`config.mk`:
```
export PLATFORM = sky130hd
export DESIGN_NAME = conv_tree_ser_arbiter_flat
export DESIGN_NICKNAME = d
export VERILOG_FILES = /design/src/rtl/conv_tree_ser_arbiter_if.sv /design/src/rtl/conv_tree_ser_arbiter.sv /design/src/flat_wrapper.sv
export SDC_FILE = /design/constraint.sdc
export NUM_CORES = 1
export LEC_CHECK = 0
export CORE_MARGIN = 2
export CORE_UTILIZATION = 45
export DETAILED_ROUTE_END_ITERATION = 8
export PLACE_DENSITY = 0.86
export SYNTH_ARGS = -nofsm -noshare
export SYNTH_HDL_FRONTEND = slang
export SYNTH_SLANG_ARGS = --single-unit
```
`constraint.sdc`:
```
create_clock -name CLK -period 4.4 [get_ports CLK]
set_input_delay 0.88 -clock CLK [delete_from_list [all_inputs] [get_ports CLK]]
set_output_delay 0.88 -clock CLK [all_outputs]
set_load 0.03 [all_outputs]
```
`src/rtl/conv_tree_ser_arbiter_if.sv`:
```
// Requester/serializer bus for conv_tree_ser_arbiter.
//   REQ_VALID   per-requester word valid            (master -> slave)
//   REQ_DATA    packed requester words, i at [i*W]  (master -> slave)
//   REQ_READY   one-hot grant/accept                (slave -> master)
//   PAR_IN      word held for the serializer        (slave -> master)
//   SER_ACTIVE  high while a word is held           (slave -> master)
//   FRAME_START one-cycle pulse at frame start      (slave -> master)
//   GRANT_ID    owner of the current/last frame     (slave -> master)
interface conv_tree_ser_arbiter_if #(
  parameter int INPUTS_NUM = 4,
  parameter int NUM_REQ    = 4
);
  localparam int IDW = (NUM_REQ > 1) ? $clog2(NUM_REQ) : 1;

  logic [NUM_REQ-1:0]            REQ_VALID;
  logic [NUM_REQ*INPUTS_NUM-1:0] REQ_DATA;
  logic [NUM_REQ-1:0]            REQ_READY;
  logic [INPUTS_NUM-1:0]         PAR_IN;
  logic                          SER_ACTIVE;
  logic                          FRAME_START;
  logic [IDW-1:0]                GRANT_ID;

  modport master (
    output REQ_VALID, REQ_DATA,
    input  REQ_READY, PAR_IN, SER_ACTIVE, FRAME_START, GRANT_ID
  );

  modport slave (
    input  REQ_VALID, REQ_DATA,
    output REQ_READY, PAR_IN, SER_ACTIVE, FRAME_START, GRANT_ID
  );
endinterface

```
`src/rtl/conv_tree_ser_arbiter.sv`:
```
// Round-robin arbiter feeding a parallel-to-serial converter. A granted
// word is held on PAR_IN for INPUTS_NUM/2 cycles, followed by GAP_CYCLES
// all-zero cycles, before the next requester can be accepted.
// Ports:
//   CLK    rising-edge clock
//   RESET  synchronous active-high reset
//   bus    conv_tree_ser_arbiter_if.slave (requests in, frame out)
module conv_tree_ser_arbiter #(
  parameter int INPUTS_NUM = 4,
  parameter int NUM_REQ    = 4,
  parameter int GAP_CYCLES = 2
) (
  input  logic                    CLK,
  input  logic                    RESET,
  conv_tree_ser_arbiter_if.slave  bus
);
  localparam int SER_CYCLES = INPUTS_NUM / 2;
  localparam int IDW        = (NUM_REQ > 1) ? $clog2(NUM_REQ) : 1;
  localparam int MAXC       = (SER_CYCLES > GAP_CYCLES) ? SER_CYCLES : GAP_CYCLES;
  localparam int CW         = (MAXC > 1) ? $clog2(MAXC) : 1;

  typedef enum logic [1:0] {IDLE, SEND, GAP} state_t;

  state_t                state_q, state_n;
  logic [CW-1:0]         cnt_q, cnt_n;
  logic [IDW-1:0]        ptr_q, ptr_n;
  logic [INPUTS_NUM-1:0] par_q, par_n;
  logic                  act_q, act_n;
  logic                  fs_q, fs_n;
  logic [IDW-1:0]        gid_q, gid_n;

  logic                  win_found;
  logic [IDW-1:0]        win_id;
  logic [INPUTS_NUM-1:0] win_word;
  logic                  hs;
  logic [2*NUM_REQ-1:0]  vv;
  int unsigned           sum;

  // Doubling the valid vector and shifting by PTR turns the wrapping
  // search into a plain lowest-set-bit scan over constant indices.
  always_comb begin
    win_found = 1'b0;
    win_id    = '0;
    win_word  = '0;
    sum       = 0;
    vv        = {bus.REQ_VALID, bus.REQ_VALID} >> ptr_q;
    for (int unsigned i = 0; i < NUM_REQ; i++) begin
      if (!win_found && vv[i]) begin
        win_found = 1'b1;
        sum       = 32'(ptr_q) + i;
        if (sum >= NUM_REQ) sum = sum - NUM_REQ;
        win_id    = IDW'(sum);
      end
    end
    for (int unsigned j = 0; j < NUM_REQ; j++) begin
      if (IDW'(j) == win_id) win_word = bus.REQ_DATA[j*INPUTS_NUM +: INPUTS_NUM];
    end
  end

  assign hs            = (state_q == IDLE) && !RESET && win_found;
  assign bus.REQ_READY = hs ? (NUM_REQ'(1) << win_id) : '0;

  always_comb begin
    state_n = state_q;
    cnt_n   = cnt_q;
    ptr_n   = ptr_q;
    par_n   = par_q;
    act_n   = act_q;
    fs_n    = 1'b0;
    gid_n   = gid_q;
    unique case (state_q)
      IDLE: begin
        par_n = '0;
        act_n = 1'b0;
        if (hs) begin
          par_n   = win_word;
          gid_n   = win_id;
          ptr_n   = (win_id == IDW'(NUM_REQ - 1)) ? '0 : win_id + 1'b1;
          cnt_n   = CW'(SER_CYCLES - 1);
          act_n   = 1'b1;
          fs_n    = 1'b1;
          state_n = SEND;
        end
      end
      SEND: begin
        if (cnt_q == '0) begin
          par_n = '0;
          act_n = 1'b0;
          if (GAP_CYCLES > 0) begin
            cnt_n   = CW'(GAP_CYCLES - 1);
            state_n = GAP;
          end else begin
            state_n = IDLE;
          end
        end else begin
          cnt_n = cnt_q - 1'b1;
        end
      end
      GAP: begin
        par_n = '0;
        act_n = 1'b0;
        if (cnt_q == '0) state_n = IDLE;
        else             cnt_n   = cnt_q - 1'b1;
      end
      default: state_n = IDLE;
    endcase
  end

  always_ff @(posedge CLK) begin
    if (RESET) begin
      state_q <= IDLE;
      cnt_q   <= '0;
      ptr_q   <= '0;
      par_q   <= '0;
      act_q   <= 1'b0;
      fs_q    <= 1'b0;
      gid_q   <= '0;
    end else begin
      state_q <= state_n;
      cnt_q   <= cnt_n;
      ptr_q   <= ptr_n;
      par_q   <= par_n;
      act_q   <= act_n;
      fs_q    <= fs_n;
      gid_q   <= gid_n;
    end
  end

  assign bus.PAR_IN      = par_q;
  assign bus.SER_ACTIVE  = act_q;
  assign bus.FRAME_START = fs_q;
  assign bus.GRANT_ID    = gid_q;
endmodule

```
`src/flat_wrapper.sv`:
```
// flat-port wrapper written by rule: the top's interface ports become plain ports
module conv_tree_ser_arbiter_flat 
#(
  parameter int INPUTS_NUM = 4,
  parameter int NUM_REQ    = 4,
  parameter int GAP_CYCLES = 2
)
  (CLK, RESET, bus_REQ_VALID, bus_REQ_DATA, bus_REQ_READY, bus_PAR_IN, bus_SER_ACTIVE, bus_FRAME_START, bus_GRANT_ID);
  conv_tree_ser_arbiter_if #(.INPUTS_NUM(INPUTS_NUM), .NUM_REQ(NUM_REQ)) bus_i ();
  input  logic CLK;
  input  logic RESET;
  input wire logic [$bits(bus_i.REQ_VALID)-1:0] bus_REQ_VALID;
  input wire logic [$bits(bus_i.REQ_DATA)-1:0] bus_REQ_DATA;
  output wire logic [$bits(bus_i.REQ_READY)-1:0] bus_REQ_READY;
  output wire logic [$bits(bus_i.PAR_IN)-1:0] bus_PAR_IN;
  output wire logic [$bits(bus_i.SER_ACTIVE)-1:0] bus_SER_ACTIVE;
  output wire logic [$bits(bus_i.FRAME_START)-1:0] bus_FRAME_START;
  output wire logic [$bits(bus_i.GRANT_ID)-1:0] bus_GRANT_ID;
  assign bus_i.REQ_VALID = bus_REQ_VALID;
  assign bus_i.REQ_DATA = bus_REQ_DATA;
  assign bus_REQ_READY = bus_i.REQ_READY;
  assign bus_PAR_IN = bus_i.PAR_IN;
  assign bus_SER_ACTIVE = bus_i.SER_ACTIVE;
  assign bus_FRAME_START = bus_i.FRAME_START;
  assign bus_GRANT_ID = bus_i.GRANT_ID;
  conv_tree_ser_arbiter #(.INPUTS_NUM(INPUTS_NUM), .NUM_REQ(NUM_REQ), .GAP_CYCLES(GAP_CYCLES)) u_core (.CLK(CLK), .RESET(RESET), .bus(bus_i));
endmodule
```
==> results of run 1 <==
## cells by family after synthesis
logic type                 after synthesis
DFF                                     13
and+or+nand+nor                         39
buffers and inverters                    8
adders and majority gates                8
muxes                                    4
AOI/OAI and AO/OA                       24
## cell type report
type                            instances  share of cell area
Sequential cell                        13               0.212
Tap cell                               25              0.0255
Inverter                                6              0.0183
Multi-Input combinational cell         75               0.454
Timing Repair Buffer                   33               0.269
Clock buffer                            4              0.0214
## worst max-delay path by stage
stage,from,to,slack [ps],cells after the start
2_1_floorplan,bus_REQ_VALID[2],bus_REQ_READY[3],1330,7
3_3_place_gp,bus_REQ_VALID[1],bus_REQ_READY[3],290,8
3_5_place_dp,bus_REQ_VALID[1],bus_REQ_READY[3],190,8
4_1_cts,bus_REQ_VALID[1],bus_REQ_READY[3],190,8
5_1_grt,bus_REQ_VALID[0],bus_REQ_READY[3],10,8
6_report,bus_REQ_VALID[0],bus_REQ_READY[3],200,8
## power breakdown
part	switching [mW]	leakage (nW)	internal [mW]	total (mW)
logic	0.190	0.390	0.163	0.352
registers	0.0231	0.107	0.153	0.176
clock network	0.0352	0.0150	0.0350	0.0702
## synth_stat cells (all sizes together)
library cell,count,share of area
and2b,2,0.018
a221oi,1,0.010
nand2,8,0.036
ha,8,0.12
o22ai,1,0.0074
o32ai,1,0.010
inv,6,0.027
nor2,9,0.040
a21o,1,0.0089
or2b,1,0.0089
dfxtp,13,0.31
nand3b,2,0.018
nor4,1,0.0074
nor2b,7,0.052
a21oi,3,0.018
a32o,4,0.048
mux2i,4,0.048
clkbuf,1,0.0045
or2,1,0.010
nor3b,2,0.031
nor3,2,0.012
and2,4,0.030
o21ai,6,0.036
buf,1,0.0045
a21boi,1,0.0089
o21a,1,0.0089
a22oi,4,0.036
o41ai,1,0.033
## flip-flops by register name, summed over array words and instances, names as in the netlist
signal	flops
u_core.state_q	2
u_core.bus.FRAME_START	1
u_core.cnt_q	1
u_core.bus.GRANT_ID	2
u_core.ptr_q	2
u_core.bus.PAR_IN	4
u_core.bus.SER_ACTIVE	1
## what timing repair did
item / in CTS / in global routing
resized for setup: 0 / 1
setup buffers: 0 / 0
endpoints found under the setup margin: 0 / 1
## per-stage QoR
step / power, mW / setup slack [ps] / area, µm²
5_1_grt: 0.644 / 13.4 / 1230
2_1_floorplan: 0.416 / 1330 / 841
6_report: 0.599 / 199 / 1230
3_5_place_dp: 0.530 / 195 / 1190
3_3_place_gp: 0.519 / 295 / 1190
4_1_cts: 0.601 / 192 / 1220
## worst max-delay path: stages
cell             delay [ps]
clkdlybuf4s50_1         510
and2b_1                 230
nor3_1                  190
o22ai_1                 180
inv_1                   170
ha_1                    340
and2_1                  170
clkdlybuf4s50_1         660
## layer usage
metal	GRT usage	part of all wire	routed length (µm)	vias to the layer above
met3	0.0346	0.092	177	2
met5	0	0	0	-
li1	-	-	-	412
met1	0.216	0.41	790	369
met4	0.0500	0.0063	12	0
met2	0.354	0.49	939	30
==> results.sh, run 1 <==
export IMPL_status="complete, no violations"
export IMPL_ys_seq_elements=13
export IMPL_hold_buffers=0
export IMPL_dieArea_um2=2230
export IMPL_io_pins=34
export IMPL_ys_seq_area_frac=0.310
export IMPL_final_common_cell="clkdlybuf4s50_1"
export IMPL_overflow=0
export IMPL_fmax_mhz=238
export IMPL_cp_required_ps=3520
export IMPL_rsz0062_at_grt="no"
export IMPL_p_leak_nw=0.513
export IMPL_coreArea_um2=1750
export IMPL_antenna_left=0
export IMPL_clockRootBuffer="clkbuf_4"
export IMPL_post_drt_wl_per_cell_um=12.3
export IMPL_rr_startpoint="u_core.ptr_q[0]"
export IMPL_post_synth_fa_ha_maj_area_fraction=0.119
export IMPL_drc=0
export IMPL_synth_cell_types=29
export IMPL_place_gp_congestion=0.755
export IMPL_clkTransAtPathRegs_ps=70
export IMPL_tns_ps=0
export IMPL_cap_viol_max_count=0
export IMPL_min_to="u_core.bus.SER_ACTIVE"
export IMPL_numCtsBuffers=3
export IMPL_antenna_found_initial=0
export IMPL_hold_start="u_core.bus.SER_ACTIVE"
export IMPL_vias=813
export IMPL_fin_util=0.704
export IMPL_reg2regPathDepth=8
export IMPL_drtIter0Drc=18
export IMPL_totalWireLength_um=1920
export IMPL_die_w_um=47.2
export IMPL_final_cell_mix="clkdlybuf4s50_1 (33), dfxtp_1 (13), nor2_1 (9)"
export IMPL_multiInputGateArea_um2=558
export IMPL_n_fill_cell=147
export IMPL_synth_cells=96
export IMPL_start_util=0.482
export IMPL_grt_pass1_vias=769
export IMPL_critPathKind="in -> out"
export IMPL_syn_nets=126
export IMPL_cts_buffer_depth=2
export IMPL_hold_slack_ps=452
export IMPL_cts_htree_levels=1
export IMPL_syn_area_um2=841
export IMPL_clock_skew_final_ps=8.23
export IMPL_clkLatencyLatePin_ps=270
export IMPL_grt_max_degree=11
export IMPL_finalSetupViolations=0
export IMPL_seq_area_um2=260
export IMPL_timing_rr_end="u_core.bus.PAR_IN[0]"
export IMPL_dp_cells=152
export IMPL_io_buffers=33
export IMPL_slew_viol_final=0
export IMPL_avgSynthCellArea_um2=8.76
export IMPL_cts_tree="built"
export IMPL_synthMuxAreaShare=0.0476
export IMPL_synth_top_family_by_area="simple AND/OR/NAND/NOR gates"
export IMPL_dp_hpwl_um=1590
export IMPL_regToRegSetupSlack_ps=2280
export IMPL_critPathCaptureType="primary output"
export IMPL_rows=15
export IMPL_cp_max_fo=10
export IMPL_area_growth_pct=46.1
export IMPL_grt_first_pass_wirelength_um=3030
export IMPL_fin_cells=156
export IMPL_cp_arrival_ps=3320
export IMPL_powerDensity_nw_per_um2=487
export IMPL_yosys_area_share_simple=0.263
export IMPL_cp_start_kind="primary input"
export IMPL_die_y_um=47.2
export IMPL_drive_gt1_frac=0.0534
export IMPL_min_period_ps=4200
export IMPL_synth_xor_area_share=0
export IMPL_via_per_inst=5.21
export IMPL_max_slew_worst_pin_slew_ps=555
export IMPL_hp_class="reg -> reg"
export IMPL_fin_crit_sh=0.955
export IMPL_first_pass_iters=4
export IMPL_cts_sinks=13
export IMPL_grtUsageTotal=0.189
export IMPL_min_path_cells=1
export IMPL_slew_headroom=0.626
export IMPL_hold_viol=0
export IMPL_insertedDiodeCount=0
export IMPL_synth_compound_area_share=0.225
export IMPL_ys_warnings_count=0
export IMPL_ir_drop_mv=0.257
export IMPL_fin_nets=162
Power figures use the tool's default switching activity.
==> run 2: changes to the inputs <==
--- a/config.mk
+++ b/config.mk
@@ -8,6 +8,7 @@
 export CORE_MARGIN = 2
 export CORE_UTILIZATION = 45
 export DETAILED_ROUTE_END_ITERATION = 8
+export HOLD_SLACK_MARGIN = 0.06
 export PLACE_DENSITY = 0.86
 export SYNTH_ARGS = -nofsm -noshare
 export SYNTH_HDL_FRONTEND = slang
==> results of run 2 <==
Same layout as run 1: the final DEF is identical, and so are final timing and power.
